==> config.mk <==
export PLATFORM = sky130hd
export DESIGN_NAME = l2_mem_arbiter
export DESIGN_NICKNAME = d
export VERILOG_FILES = /design/src/rtl/l2_mem_arbiter.sv
export SDC_FILE = /design/constraint.sdc
export NUM_CORES = 1
export LEC_CHECK = 0
export CAP_MARGIN = 20
export CORE_AREA = 2 2 291 293
export CTS_CLUSTER_DIAMETER = 50
export DETAILED_ROUTE_END_ITERATION = 10
export DIE_AREA = 0 0 293 295
export GPL_ROUTABILITY_DRIVEN = 0
export PLACE_DENSITY = 0.5
export SYNTH_ARGS = -nofsm -noshare
export SYNTH_HDL_FRONTEND = slang
export SYNTH_SLANG_ARGS = --single-unit
==> constraint.sdc <==
create_clock -name clk -period 1.42 [get_ports clk]
set_input_delay 0.426 -clock clk [delete_from_list [all_inputs] [get_ports clk]]
set_output_delay 0.426 -clock clk [all_outputs]
set_load 0.05 [all_outputs]
==> src/rtl/l2_mem_arbiter.sv <==
// Shared line-refill/write-back arbiter: serialises NUM_CH cache memory ports onto one downstream port.
// Define ARB_RR_EN for round-robin arbitration; otherwise fixed priority (lowest channel index wins).
//
// state | meaning
// IDLE  | bus free, arbitrating among requesting channels
// BUSY  | transaction latched on mem_*, waiting for mem_ready
// DONE  | one-cycle req_ready pulse to the granted channel
module l2_mem_arbiter #(
  parameter int NUM_CH = 2,
  parameter int ADDR_W = 28,
  parameter int LINE_W = 128,
  localparam int ID_W = (NUM_CH > 1) ? $clog2(NUM_CH) : 1
) (
  input  logic                       clk,
  input  logic                       rst_n,
  input  logic [NUM_CH-1:0]          req_read,
  input  logic [NUM_CH-1:0]          req_write,
  input  logic [NUM_CH*ADDR_W-1:0]   req_addr,
  input  logic [NUM_CH*LINE_W-1:0]   req_wdata,
  output logic [LINE_W-1:0]          req_rdata,
  output logic [NUM_CH-1:0]          req_ready,
  output logic                       mem_read,
  output logic                       mem_write,
  output logic [ADDR_W-1:0]          mem_addr,
  output logic [LINE_W-1:0]          mem_wdata,
  input  logic [LINE_W-1:0]          mem_rdata,
  input  logic                       mem_ready,
  output logic [ID_W-1:0]            grant_id,
  output logic                       busy
);

  typedef enum logic [1:0] {
    IDLE = 2'd0,
    BUSY = 2'd1,
    DONE = 2'd2
  } state_t;

  state_t state, state_nxt;

  logic [NUM_CH-1:0] req_any;
  logic              win_vld;
  logic [ID_W-1:0]   win_id;
  logic [ADDR_W-1:0] sel_addr;
  logic [LINE_W-1:0] sel_wdata;
  logic              sel_wr;

  assign req_any = req_read | req_write;

`ifdef ARB_RR_EN
  logic [ID_W-1:0] rr_ptr;

  // Search begins one past the last grant so every requester is reached within NUM_CH grants.
  always_comb begin
    int                idx;
    logic [NUM_CH-1:0] rot;
    idx     = 0;
    rot     = '0;
    win_vld = 1'b0;
    win_id  = '0;
    for (int i = 1; i <= NUM_CH; i++) begin
      idx = (int'(rr_ptr) + i) % NUM_CH;
      rot = req_any >> idx;
      if (!win_vld && rot[0]) begin
        win_vld = 1'b1;
        win_id  = ID_W'(idx);
      end
    end
  end

  always_ff @(posedge clk or negedge rst_n) begin
    if (!rst_n) begin
      rr_ptr <= ID_W'(NUM_CH - 1);
    end else if (state == IDLE && win_vld) begin
      rr_ptr <= win_id;
    end
  end
`else
  always_comb begin
    win_vld = 1'b0;
    win_id  = '0;
    for (int i = NUM_CH - 1; i >= 0; i--) begin
      if (req_any[i]) begin
        win_vld = 1'b1;
        win_id  = ID_W'(i);
      end
    end
  end
`endif

  // A simultaneous read and write on one channel is treated as a write.
  always_comb begin
    sel_addr  = '0;
    sel_wdata = '0;
    sel_wr    = 1'b0;
    for (int i = 0; i < NUM_CH; i++) begin
      if (win_id == ID_W'(i)) begin
        sel_addr  = req_addr[i*ADDR_W +: ADDR_W];
        sel_wdata = req_wdata[i*LINE_W +: LINE_W];
        sel_wr    = req_write[i];
      end
    end
  end

  always_ff @(posedge clk or negedge rst_n) begin
    if (!rst_n) begin
      state <= IDLE;
    end else begin
      state <= state_nxt;
    end
  end

  always_comb begin
    state_nxt = state;
    case (state)
      IDLE:    if (win_vld) state_nxt = BUSY;
      BUSY:    if (mem_ready) state_nxt = DONE;
      DONE:    state_nxt = IDLE;
      default: state_nxt = IDLE;
    endcase
  end

  always_ff @(posedge clk or negedge rst_n) begin
    if (!rst_n) begin
      mem_read  <= 1'b0;
      mem_write <= 1'b0;
      mem_addr  <= '0;
      mem_wdata <= '0;
      req_rdata <= '0;
      req_ready <= '0;
      grant_id  <= '0;
      busy      <= 1'b0;
    end else begin
      case (state)
        IDLE: begin
          if (win_vld) begin
            mem_addr  <= sel_addr;
            mem_wdata <= sel_wdata;
            mem_write <= sel_wr;
            mem_read  <= !sel_wr;
            grant_id  <= win_id;
            busy      <= 1'b1;
          end
        end
        BUSY: begin
          if (mem_ready) begin
            if (mem_read) req_rdata <= mem_rdata;
            mem_read  <= 1'b0;
            mem_write <= 1'b0;
            req_ready <= NUM_CH'(1) << grant_id;
          end
        end
        DONE: begin
          req_ready <= '0;
          busy      <= 1'b0;
        end
        default: begin
          req_ready <= '0;
          busy      <= 1'b0;
        end
      endcase
    end
  end

endmodule

==> results.json <==
{
  "outcome": "finished, violations left",
  "violations": "setup timing",
  "leakagePower_nw": 13.7,
  "holdWs_ns": 0.397,
  "grt_max_degree": 71,
  "cts_buffer_depth": 3,
  "ioPinCount": 737,
  "fp.dieH_um": 295,
  "crit_type": "reg -> reg",
  "avgRoutedWirePerCell_um": 20.4,
  "fin_tns_setup_ns": -109.10,
  "initial_core_util_pct": 15.2,
  "synth-main-ff-cell": "dfrtp_1",
  "synth_cell_type_count": 23,
  "drive_gt1_share_pct": 34.1,
  "vdd_drop_max_mv": 1.75,
  "core_area_um2": 83200,
  "port_buffers": 736,
  "yosysWarnings": 0,
  "row_count": 106,
  "mostFrequentLayoutCells": "471 x inv_1, 445 x clkdlybuf4s50_1, 315 x buf_12",
  "dr.first_iter.drc_count": 893,
  "crit_path_end_kind": "flop",
  "synth.net_count": 1583,
  "overflow": 0,
  "first_pass_iters": 7,
  "fin_crit_ns": 1.74,
  "die-area_um2": 86400,
  "final_nets": 2489,
  "stdcell_area_um2": 28300,
  "totalWireLength_um": 64700,
  "synthArstFlopShare_pct": 100,
  "finalCritPeriodShare_pct": 123,
  "max-cap-violations": 0,
  "areaGrowthSynthToFinish_pct": 124,
  "grt_pass1_wl_um": 85300,
  "netlist_instances": 1136,
  "cts_tree": "done",
  "timing.slew.headroom_pct": 66.0,
  "slew_viol_final": 0,
  "p_per_area_nw_per_um2": 2740,
  "required_ns": 1.88,
  "critPathLaunchType": "flop",
  "synth_edf_count": 0,
  "hpwl_um": 46300,
  "htreeDepth": 2,
  "final_common_cell": "inv_1",
  "antenna_found_initial": 12,
  "skew_ns": 0.0169,
  "grt_usage_pct": 13.4,
  "drcViolationCount": 0,
  "worst_slew_pin_slew_ns": 0.509,
  "fillers": 8175,
  "clkTransAtPathRegs_ns": 0.06,
  "grt_pass1_vias": 13034,
  "layout_setup_ws_ns": -0.324,
  "placed_cell_area_um2": 24700,
  "holdCritPathClass": "in -> reg",
  "cts-root-buf": "clkbuf_16",
  "die_w_um": 293,
  "ys_seq_area_share_pct": 57.9,
  "routed-via-count": 12222,
  "cts_sinks": 292,
  "clkLatencyLatePin_ns": 0.58,
  "synth_seq_cells": 292,
  "syn_area_per_cell_um2": 11.1,
  "rsz0062_at_grt": "yes",
  "avgViaCountPerCell": 3.86,
  "cp.arrival_ns": 2.21,
  "setup_viol": 578,
  "timing_hold_violations_final": 0,
  "timing.fmax_mhz": 573,
  "ant_nets": 0,
  "synth.cell_area_um2": 12600,
  "path_max_fanout": 16,
  "numCtsBuffers": 48
}
-- area by class of cell --
cell class	count	area, um^2	share of cell area (%)
Timing Repair Buffer	921	12800	45.3
Sequential cell	292	7320	25.9
Multi-Input combinational cell	307	3200	11.3
Inverter	472	1770	6.26
Tap cell	1080	1350	4.78
Clock buffer	56	1280	4.53
Clock inverter	34	537	1.90
Antenna cell	7	17.5	0.0619
-- critical path, stage by stage (launching register included) --
cell and delay, ns:
dfrtp_1 0.42, nand3b_1 0.25, inv_2 0.12, nand2_4 0.07, buf_12 0.13, clkbuf_16 0.17
buf_16 0.16, mux2_2 0.28
-- metrics by stage --
step,cells,util (%),setup slack (ns),power [W]
floorplan,1136,-,-0.0749,0.0359
global placement,2964,29.7,-0.730,0.0603
detailed placement,2964,29.7,-0.777,0.0608
CTS,3101,32.8,-0.295,0.0765
global route,3166,34.0,-0.405,0.0805
finish,3169,34.0,-0.324,0.0775
-- flip-flops by register name, summed over array words and instances, names as in the netlist --
| name | count |
|---|---|
| mem_wdata | 128 |
| req_rdata | 128 |
| mem_addr | 28 |
| req_ready | 2 |
| state | 2 |
| busy | 1 |
| grant_id | 1 |
| mem_read | 1 |
| mem_write | 1 |
-- synth_stat cells (all sizes together), types with 2 or more instances --
cell type	n	share of area (%)
a21oi	3	0.12
a222oi	156	12
buf	49	2.5
clkbuf	16	0.48
dfrtp	292	58
inv	472	14
mux2	129	12
mux2i	2	0.16
nand2	4	0.12
nor2	3	0.11
o21ai	3	0.12
-- cells by family (layout without fill, tap and decap cells) --
family                 after synthesis  in the layout  synth area share, %
buffers and inverters              537           1483                 17.0
flip-flops                         292            292                 57.9
AO/OA/AOI/OAI                      164            164                 12.9
multiplexers                       131            131                 11.7
AND/OR/NAND/NOR                     12             12                0.466
other                                0              7                    0
-- power by group --
| group | internal, W | switching (W) | leakage, nW | total, W |
|---|---|---|---|---|
| Sequential | 0.0125 | 0.00466 | 3.34 | 0.0172 |
| Combinational | 0.0238 | 0.0233 | 9.47 | 0.0471 |
| Clock | 0.00857 | 0.00461 | 0.876 | 0.0132 |
| Total | 0.0449 | 0.0325 | 13.7 | 0.0775 |
-- routing by layer --
metal | wire [um] | track usage [%]
met1 | 23500 | 13.9
met2 | 32600 | 23.9
met3 | 6820 | 6.10
met5 | 37 | 0
met4 | 1680 | 4.04
-- worst paths after layout --
path,startpoint,end,slack (ns),depth (start not counted)
max reg2reg,state[1],req_rdata[64],-0.32,7
min,req_wdata[159],mem_wdata[31],0.40,3
max,state[1],req_rdata[64],-0.32,7
min reg2reg,req_rdata[86],req_rdata[86],0.57,1
min in group asynchronous,rst_n,req_rdata[48],0.46,3
max in group asynchronous,rst_n,mem_wdata[94],0.48,4
-- repair_timing --
action | CTS | global route
buffers inserted | 36 | 36
hold buffers | 1 | 0
gates cloned | 11 | 28
pin swaps | 78 | 114
endpoints found under the hold margin | 180 | 0
setup endpoints to repair | 576 | 577
gates resized for setup | 41 | 38
Power figures use the tool's default switching activity.
